<file path="src/rtl/alu_seq.sv">
// Registered N-bit ALU with logic, arithmetic, flags and illegal-op detection.
// Shifts and multiply run one bit per cycle under a start/busy/done handshake.
module alu_seq #(
  parameter int N = 4
) (
  input  logic         clk,
  input  logic         rst,
  input  logic         i_start,
  input  logic [N-1:0] i_a,
  input  logic [N-1:0] i_b,
  input  logic [3:0]   i_operation,
  output logic [N-1:0] o_y,
  output logic [3:0]   o_flags,
  output logic         o_err,
  output logic         o_busy,
  output logic         o_done
);

  typedef enum logic [1:0] {
    S_IDLE, S_SHIFT, S_MUL, S_DONE
  } state_t;

  localparam logic [3:0] OP_SLL = 4'd3;
  localparam logic [3:0] OP_SRL = 4'd4;
  localparam logic [3:0] OP_SRA = 4'd5;
  localparam logic [3:0] OP_MUL = 4'd8;
  localparam logic [N-1:0] CNT_N = N'(N);

  state_t r_state, w_next;

  logic [3:0]     r_op;
  logic [2*N-1:0] r_acc;
  logic [2*N-1:0] r_mc;
  logic [N-1:0]   r_b;
  logic [N-1:0]   r_cnt;
  logic           r_c, r_v, r_err;
  logic [N-1:0]   r_y;
  logic [3:0]     r_flags;
  logic           r_errout, r_done;

  logic [N:0]     w_sum;
  logic [N-1:0]   w_dif;
  logic [N-1:0]   w_cnt;
  logic [N-1:0]   w_res;
  logic           w_c, w_v;
  logic           w_is_shift;
  logic [N-1:0]   w_shn;
  logic           w_sho;
  logic [N-1:0]   w_yv;
  logic           w_fc, w_fv;
  logic           w_busy;

  assign w_sum = {1'b0, i_a} + {1'b0, i_b};
  assign w_dif = i_a - i_b;
  assign w_cnt = (i_b > CNT_N) ? CNT_N : i_b;
  assign w_is_shift = (i_operation == OP_SLL) ||
                      (i_operation == OP_SRL) ||
                      (i_operation == OP_SRA);

  // Single-cycle result computed from live operands at accept
  always_comb begin
    w_res = '0;
    w_c   = 1'b0;
    w_v   = 1'b0;
    case (i_operation)
      4'd0: w_res = i_a & i_b;
      4'd1: w_res = i_a | i_b;
      4'd2: w_res = i_a ^ i_b;
      4'd3, 4'd4, 4'd5: w_res = i_a;
      4'd6: begin
        w_res = w_sum[N-1:0];
        w_c   = w_sum[N];
        w_v   = (i_a[N-1] == i_b[N-1]) &&
                (w_sum[N-1] != i_a[N-1]);
      end
      4'd7: begin
        w_res = w_dif;
        w_c   = (i_a >= i_b);
        w_v   = (i_a[N-1] != i_b[N-1]) &&
                (w_dif[N-1] != i_a[N-1]);
      end
      default: w_res = '0;
    endcase
  end

  // One-bit shift step on the working register
  always_comb begin
    w_shn = r_acc[N-1:0];
    w_sho = 1'b0;
    case (r_op)
      OP_SLL: begin
        w_shn = {r_acc[N-2:0], 1'b0};
        w_sho = r_acc[N-1];
      end
      OP_SRL: begin
        w_shn = {1'b0, r_acc[N-1:1]};
        w_sho = r_acc[0];
      end
      OP_SRA: begin
        w_shn = {r_acc[N-1], r_acc[N-1:1]};
        w_sho = r_acc[0];
      end
      default: w_sho = 1'b0;
    endcase
  end

  // State register
  always_ff @(posedge clk) begin
    if (rst) r_state <= S_IDLE;
    else     r_state <= w_next;
  end

  // Next-state logic
  always_comb begin
    w_next = r_state;
    unique case (r_state)
      S_IDLE: begin
        if (i_start) begin
          if (i_operation == OP_MUL)
            w_next = S_MUL;
          else if (w_is_shift && w_cnt != '0)
            w_next = S_SHIFT;
          else
            w_next = S_DONE;
        end
      end
      S_SHIFT: if (r_cnt == N'(1)) w_next = S_DONE;
      S_MUL:   if (r_cnt == N'(1)) w_next = S_DONE;
      S_DONE:  w_next = S_IDLE;
    endcase
  end

  // Outputs derived from state and working registers
  always_comb begin
    w_busy = (r_state != S_IDLE);
    w_yv   = r_acc[N-1:0];
    w_fc   = (r_op == OP_MUL) ? |r_acc[2*N-1:N] : r_c;
    w_fv   = (r_op == OP_MUL) ? |r_acc[2*N-1:N] : r_v;
  end

  // Working datapath: latch at accept, iterate in SHIFT/MUL
  always_ff @(posedge clk) begin
    if (rst) begin
      r_op  <= '0;
      r_acc <= '0;
      r_mc  <= '0;
      r_b   <= '0;
      r_cnt <= '0;
      r_c   <= 1'b0;
      r_v   <= 1'b0;
      r_err <= 1'b0;
    end else begin
      case (r_state)
        S_IDLE: if (i_start) begin
          r_op  <= i_operation;
          r_acc <= {{N{1'b0}}, w_res};
          r_c   <= w_c;
          r_v   <= w_v;
          r_err <= (i_operation > OP_MUL);
          r_cnt <= (i_operation == OP_MUL) ? CNT_N : w_cnt;
          r_mc  <= {{N{1'b0}}, i_a};
          r_b   <= i_b;
        end
        S_SHIFT: begin
          r_acc[N-1:0] <= w_shn;
          r_c   <= w_sho;
          r_cnt <= r_cnt - N'(1);
        end
        S_MUL: begin
          if (r_b[0]) r_acc <= r_acc + r_mc;
          r_mc  <= r_mc << 1;
          r_b   <= r_b >> 1;
          r_cnt <= r_cnt - N'(1);
        end
        default: r_cnt <= r_cnt;
      endcase
    end
  end

  // Result, flags and done pulse published on leaving DONE
  always_ff @(posedge clk) begin
    if (rst) begin
      r_y      <= '0;
      r_flags  <= '0;
      r_errout <= 1'b0;
      r_done   <= 1'b0;
    end else begin
      r_done <= (r_state == S_DONE);
      if (r_state == S_DONE) begin
        r_errout <= r_err;
        if (r_err) begin
          r_y     <= '0;
          r_flags <= '0;
        end else begin
          r_y     <= w_yv;
          r_flags <= {w_yv[N-1], (w_yv == '0), w_fc, w_fv};
        end
      end
    end
  end

  assign o_y     = r_y;
  assign o_flags = r_flags;
  assign o_err   = r_errout;
  assign o_busy  = w_busy;
  assign o_done  = r_done;

endmodule

</file>
<file path="config.mk">
export PLATFORM = sky130hd
export DESIGN_NAME = alu_seq
export DESIGN_NICKNAME = d
export VERILOG_FILES = /design/src/rtl/alu_seq.sv
export SDC_FILE = /design/constraint.sdc
export NUM_CORES = 1
export LEC_CHECK = 0
export BUFFER_PORTS_ARGS = -buffer_cell sky130_fd_sc_hd__buf_2
export CORE_ASPECT_RATIO = 2
export CORE_UTILIZATION = 54
export DETAILED_ROUTE_END_ITERATION = 8
export PLACE_DENSITY = 0.78
export SLEW_MARGIN = 40
export SYNTH_ARGS = -nofsm -noshare
export SYNTH_HDL_FRONTEND = slang
export SYNTH_SLANG_ARGS = --single-unit
</file>
<file path="constraint.sdc">
create_clock -name clk -period 2.4 [get_ports clk]
set_clock_uncertainty 0.05 [all_clocks]
set_input_delay 0.72 -clock clk [delete_from_list [all_inputs] [get_ports clk]]
set_output_delay 0.72 -clock clk [all_outputs]
set_load 0.005 [all_outputs]
</file>
==> Yosys cells after proc, flatten, opt, wreduce, memory -nomap -nowiden <==
Index checks and enable logic that the tools add are counted.
{ "classes": {"reduce_logical": 26, "magnitude_cmp": 3, "n_mux": 28, "bitwise_logic": 3, "add_sub_neg": 4, "n_eq_ne": 26} }
{ "ops": {"columns": ["op", "count"], "rows": [
  ["$eq 4x3->1 const B", 6],
  ["$mux 4", 6],
  ["$mux 8", 3],
  ["$pmux 4 s2", 3],
  ["$pmux 4 s3", 2],
  ["$pmux 4 s6", 1],
  ["$pmux 8 s2", 1],
  ["$eq 4x2->1 const B", 3],
  ["$reduce_and 2->1", 5],
  ["$add 8x8->8", 1],
  ["$eq 4x1->1 const B", 2],
  ["$eq 4x4->1 const B", 2],
  ["$logic_not 4->1", 2],
  ["$mux 2", 4],
  ["$pmux 1 s2", 4],
  ["$reduce_bool 2->1", 4],
  ["$ne 2x2->1 const B", 3],
  ["$pmux 2 s3", 1],
  ["$add 4x4->5", 1],
  ["$reduce_and 5->1", 1],
  ["$and 4x4->4", 1],
  ["$eq 2x2->1 const B", 2],
  ["$ge 4x4->1", 1],
  ["$gt 4x3->1 const B", 1],
  ["22 further kinds", 30]
]} }
{ "totals": {"wordCells": 105, "register_bits": 43, "inputBits": 15} }

==> Logic depth before layout (Yosys ltp) <==
Gate-level depths: netlist of the first run.
{ "logic_depth": {"word_depth": 8, "ltp_mapped": 9, "depth_no_buf": 8} }

==> Least setup slack after synthesis of the first run <==
OpenSTA, ideal clock, no wires.
{ "synth_path": {"kind": "input to register", "startpoint": "in i_a[0]", "endpoint": "reg r_acc[1]", "arrival_time_ns": 2.174, "path_stages": 8, "setup_ns": 0.086, "path_slack_ns": 0.090, "n_path_buf": 0, "cell_sequence": "ha_1 -> inv_1 -> fa_1 -> nor2b_1 -> a2111oi_2 -> a221o_1 -> a21oi_1 -> a211oi_1"} }
{ "synth_between": {"elab_chain_len": 4} }
{ "synth_lines": {"columns": ["item", "line", "text"], "rows": [
  ["start: declaration", "9", "input logic [N-1:0] i_a,"],
  ["$sub 4x4->4 or $add 4x4->5 (tied branches)", "54, 53", null],
  ["$pmux 4 s6 *", "65", "case (i_operation)"],
  ["$mux 8 *", "154", "S_IDLE: if (i_start) begin"],
  ["$pmux 4 s3 *", "153", "case (r_state)"],
  ["end signal: assignment", "156", "r_acc <= {{N{1'b0}}, w_res};"],
  ["end signal: indexed assignment", "165", "r_acc[N-1:0] <= w_shn;"],
  ["end signal: assignment", "170", "if (r_b[0]) r_acc <= r_acc + r_mc;"],
  ["end: declaration", "32", "logic [2*N-1:0] r_acc;"]
]} }
Mark *: on every way between the ends. The rest lies on a longest branch, timed or not. The select of a mux whose other input is x is not followed.
A chain may end at the register's enable or synchronous reset.

==> Final worst setup path of the first run <==
Ends and elaborated chain as after synthesis.

==> results of run 1 <==
==> logic make-up (layout without fill, tap and decap cells) <==
logic type	count (synthesis)	count (layout)
AOI/OAI and AO/OA	102	102
DFF	42	42
and+or+nand+nor	134	134
buffers and inverters	39	89
adders and majority gates	29	29
muxes	16	16
xor gates and xnor gates	4	4
==> critical path: cells and delay by family <==
kind                     cells  cell delay [ns]
AO/OA/AOI/OAI                4             0.70
buffers and inverters        2             0.19
AND/OR/NAND/NOR              1             0.15
adder cells (fa/ha/maj)      2             0.59
==> registers in the layout (all words and copies together), names as in the netlist, 2 cells and up <==
register / cells
r_b: 4
o_y: 4
r_mc: 8
r_cnt: 4
r_acc: 8
o_flags: 3
r_op: 4
r_state: 2
==> report_power, final <==
part	switching, mW	internal, mW	total, mW
registers	0.163	0.861	1.02
logic	1.06	0.808	1.87
clock network	0.275	0.310	0.585
==> final cells by class <==
cell class                      instances  area, sq um
Timing Repair Buffer                   58          373
Inverter                               23         86.3
Multi-Input combinational cell        285         2010
Sequential cell                        42          841
Tap cell                               60         75.1
Clock inverter                          3         45.0
Fill cell                             481         1920
Clock buffer                            5         68.8
==> per-layer routing <==
metal,GRT usage [%],share of wire (%),vias up
li1,-,-,1421
met1,30.0,35,1333
met2,54.0,54,67
met3,4.66,2.3,36
met4,23.9,8.2,0
met5,0,0,-
==> stage by stage <==
stage	hold WS, ns	power (mW)	setup TNS, ns	util [%]
4_1_cts	0.423	3.49	0	64.6
6_report	0.418	3.48	0	64.6
3_3_place_gp	0.407	2.85	-0.0634	62.5
2_1_floorplan	0.401	2.31	0	-
5_1_grt	0.447	3.76	0	64.6
3_5_place_dp	0.409	2.90	-0.101	62.5
==> cell usage in the layout, fill, tap and decap left out, drive strengths merged, types with 3 or more instances in the layout <==
master   netlist  final
buf           11     58
nor2          47     47
dfxtp         42     42
ha            26     26
a21oi         26     26
inv           23     23
nand2         17     17
mux2i         16     16
a211oi        16     16
o21ai         15     15
nor2b         14     14
nand2b        13     13
a22oi          8      8
nand3          7      7
or3            6      6
nand3b         5      5
nand4          5      5
clkbuf         5      5
nor4           4      4
o22ai          4      4
a31oi          3      3
o2111ai        3      3
nor3           3      3
fa             3      3
==> final timing paths <==
kind         startpoint    endpoint  slack, ns  cells after the start
min reg2reg  o_flags[0]  o_flags[0]       0.42                      2
max reg2reg     r_mc[1]    r_acc[7]       0.29                      6
min          o_flags[0]  o_flags[0]       0.42                      2
max              i_a[0]    r_acc[1]       0.22                      9
==> metrics.txt, run 1 <==
status completed; Slowest cell on crit path fa_1; Pwr Density ~1000 nW/um^2; post-DR wirelength/cell 16.9 um; Netlist Area Pre-Place 3030 sq um; Num CTS Buffers 5; Startpoint Class input port; Crit path largest cell delay just under 0.4 ns; antenna cell count 0; Synth Flop Type dfxtp_1; routed via count 2,857; syn avg cell area 8.27 sq um; leading cell types by count after synthesis nor2_1 (47), dfxtp_1 (42), ha_1 (26); maximum clock frequency about 0.46 GHz; DRT antenna net count 0; mux share of post-synthesis cell area 5.29%; total track usage 31.1%; clock root buffer clkbuf_8; syn nets 410; CTS tree yes; gpl congestion 0.984; Slew Limit Fails 0; pin count of the biggest net entering global routing 21; number of synthesized flops with an enable pin 0; count of final setup violators 0; die area ~5900 sq um; worst hold path type reg -> reg; synth top area cells dfxtp_1 (28%), ha_1 (11%), nor2_1 (5.8%); DIE WIDTH 54.9 um; number of global-route vias before repair 2,823; sequential share of the synthesized area roughly 28%; Synth Area in Adders approximately an eighth; DRT Pass-1 Iters 4; CTS Buffer Depth 2; Hold Buf Count CTS 0; Post-synth ARST share 0%; num rows 38; RSZ-0062 raised after global routing false; final instance area ~3500 sq um; main combinational cell family by area after synthesis simple AND/OR/NAND/NOR gates; Initial Util a little under three fifths; max-cap violation count 0; Worst VDD drop between 0.0008 and 0.0009 V; Yosys top cell area share 27.8%; Required @ worst endpoint 2.58 ns; critical path class in -> reg; dpl cells between 400 and 500; Setup crit end kind register; first-pass GRT wire length 13,100 um; DP Area 3390 sq um; Max Fanout on Critical Path 4; post-CTS sizing 0; slew margin rel. about two thirds; Final Hold Viols 0; period utilisation layout 90.6%; min setup slack post-route 0.224 ns; area share of xor/xnor cells in the synthesized design between 1 and 1.5%; Syn Inst Count 366; crit path DAT 2.36 ns; Clock Sinks 42; pre-CTS setup slack -0.101 ns; detailed router's first-iteration violation count 80; IO Port Bufs 25; most numerous cell in the Yosys netlist nor2_1; complex-gate fraction of the synthesized area 23.4%; worst slew pin tran 0.517 ns; Tmin final 2.18 ns; area leader, netlist dfxtp_1; clock latency on the worst-skew pair about 0.31 ns; I/O Pins 26; drt total wl 8060 um; Netlist cell types 67; critical-path cell list buf_2 -> ha_1 -> inv_1 -> fa_1 -> nor2b_1 -> a2111oi_2 -> a221o_1 -> a21oi_1 -> a211oi_1; setup bufs post-CTS 0; H-Tree Depth 2; initial antenna violation count 0; Leak approximately 1.5 nW; DRC viols 0; detailed placement HPWL between 6000 and 7000 um; Finished Layout Cells between 400 and 500; Synth Warn # 0; clock transition at the registers of the reported paths roughly 0.090 ns; via/cell ratio 6.00; #FFs+latches synth 42; fin nets 459; share of post-route cells with drive strength above 1 between 10% and 20%; core area 5420 sq um; grt total ovfl 0; height of the die 108 um; simple-gate area share of the yosys netlist between 20% and 30%; area grow syn2layout 15.6%
Power figures use the tool's default switching activity.
==> inputs of run 2 (changes only) <==
- GPL_TIMING_DRIVEN: default -> 0
==> run 2 against run 1 <==
First-iteration DRC count grew 8.8%. Largest cell class unchanged. Setup slack lost 0.13 ns. Via count shrank 0.11%. Critical path depth shrank 1. Global-route usage shrank 0.91 points. Sequential share of layout area grew 1.0 points. Largest power group unchanged. Routed wire length grew 1.7%. Final cell count shrank 3.6%.
==> metrics.txt, run 2 (synthesized netlist as in run 1, its figures left out) <==
status completed; die area between 5000 and 6000 sq um; slew margin rel. between 50 and 60%; first-pass GRT wire length approximately 13,000 um; Hold Buf Count CTS 0; worst slew pin tran 0.610 ns; detailed placement HPWL 6430 um; DRT Pass-1 Iters 6; CTS tree yes; crit path DAT 2.42 ns; Worst VDD drop 0.000750 V; Pwr Density ~1000 nW/um^2; Crit path largest cell delay 0.36 ns; share of post-route cells with drive strength above 1 14.5%; gpl congestion around 1; critical-path cell list buf_2 -> inv_1 -> ha_1 -> o21bai_1 -> a21oi_1 -> mux2i_1 -> o31ai_1 -> a211oi_1; post-CTS sizing 0; routed via count 2,854; core area between 5000 and 6000 sq um; max-cap violation count 0; Register Area approximately 840 sq um; Crit Reg-Reg Endpoint r_acc[7]; worst path bufs/invs 2; Fillers 503; CTS Buffer Depth 2; switching power of the nets 1.46 mW; total track usage 30.2%; post-DR wirelength/cell 17.8 um; DRC viols 0; Leak 1.39 nW; Hold EP o_flags[0]; drt total wl between 8000 and 9000 um; Setup crit end kind register; H-Tree Depth 2; clock latency on the worst-skew pair 0.30 ns; WHS Path Cells 2; clock root buffer clkbuf_8; Slew Limit Fails 0; WHS between 0.4 and 0.5 ns; most frequent cells in the layout nor2_1 (47), dfxtp_1 (42), buf_2 (30); biggest regs r_acc (8), r_mc (8); clock transition at the registers of the reported paths 0.08 ns; Initial Util a little under three fifths; grt total ovfl 0; worst hold path type reg -> reg; multi-input logic area 2040 sq um; clock power share between 10% and 20%; Max Fanout on Critical Path 5; Worst R2R Setup Slack 0.21 ns; count of final setup violators 0; switching share of total power about 44%; Slowest cell on crit path ha_1; pin count of the biggest net entering global routing 13; Required @ worst endpoint 2.51 ns; Cell Int Power 1.88 mW; critical path class in -> reg; maximum clock frequency roughly 0.43 GHz; pre-CTS setup slack -0.248 ns; Reg2Reg Launch Point r_acc[1]; IO Port Bufs 25; Logic pwr share 52.2%; Clock Sinks 42; Final Hold Viols 0; DIE WIDTH 54.9 um; antenna cell count 0; Num CTS Buffers 5; number of global-route vias before repair slightly below 3,000; Startpoint Class input port; period utilisation layout 96.3%; area grow syn2layout 11.0%; Worst R2R Path Depth 6; Min-Delay Startpoint o_flags[0]; num rows 38; height of the die 108 um; setup bufs post-CTS 0; commonest non-fill, non-tap cell in the layout nor2_1; detailed router's first-iteration violation count just under 90; setup TNS 0 ns; initial antenna violation count 0; Tmin final 2.31 ns; Crit path max-delay family compound AO/OA/AOI/OAI gates; min setup slack post-route 0.0897 ns; sequential share of power 31.3%; RSZ-0062 raised after global routing false; I/O Pins 26; DRT antenna net count 0; fin nets 442; via/cell ratio 6.22
-- run 2: changes by cell type in the layout (fill, tap and decap cells not counted), moves of 2 or more --
cell,previous run,this run
buf_4,33,4
clkbuf_1,0,7
buf_2,25,30
clkinvlp_4,2,0
ha_1,26,24
-- run 2: layout make-up --
type | count | area share [%]
repair buffers | 25 | 3.73
inverters | 23 | 2.57
clock inverters | 1 | 0.894
plain buffers | 16 | 2.65
clock buffers | 7 | 2.27
well taps | 60 | 2.24
flip-flops and latches | 42 | 25.0
multi-input cells | 285 | 60.6
-- run 2: per-layer routing --
metal | global-route usage (%) | wire length [um] | vias to the layer above
met1 | 27.7 | 2840 | 1316
met2 | 53.3 | 4360 | 95
met4 | 23.9 | 645 | 0
li1 | - | - | 1398
met3 | 4.94 | 346 | 45
met5 | 0 | 0 | -
-- run 2: worst register-to-register path, cell delays in order (launching register included) --
cell	delay, ns
dfxtp_1	0.50
ha_1	0.29
a211oi_1	0.40
nor2_1	0.16
a211oi_1	0.38
mux2i_1	0.23
nand3_1	0.08
-- run 2: power groups by stage --
| stage | logic [mW] | registers (mW) | clock network (mW) |
|---|---|---|---|
| 6_report | 1.74 | 1.05 | 0.551 |
| 5_1_grt | 1.94 | 1.07 | 0.588 |
| 3_3_place_gp | 1.65 | 1.05 | 0 |
| 4_1_cts | 1.70 | 1.04 | 0.564 |
| 2_1_floorplan | 1.32 | 0.997 | 0 |
| 3_5_place_dp | 1.69 | 1.06 | 0 |
-- run 2: worst max path at each step --
stage,from,to,slack [ns],cells after the start
after CTS,i_b[0],r_acc[1],0.04,9
final,i_b[1],r_acc[3],0.09,8
after global routing,r_acc[1],r_acc[7],0.004,6
after detailed placement,i_b[0],r_acc[1],-0.25,9
after floorplan,i_a[0],r_acc[1],0.09,8
after global placement,i_b[0],r_acc[1],-0.21,9
-- run 2: metrics by stage --
| step | std cells | power [mW] | utilization (%) | cell area (sq um) |
|---|---|---|---|---|
| 6_report | 459 | 3.34 | 62.0 | 3360 |
| 3_5_place_dp | 451 | 2.75 | 59.5 | 3230 |
| 5_1_grt | 459 | 3.60 | 62.0 | 3360 |
| 3_3_place_gp | 451 | 2.70 | 59.5 | 3230 |
| 2_1_floorplan | 366 | 2.31 | - | 3030 |
| 4_1_cts | 459 | 3.31 | 61.5 | 3330 |
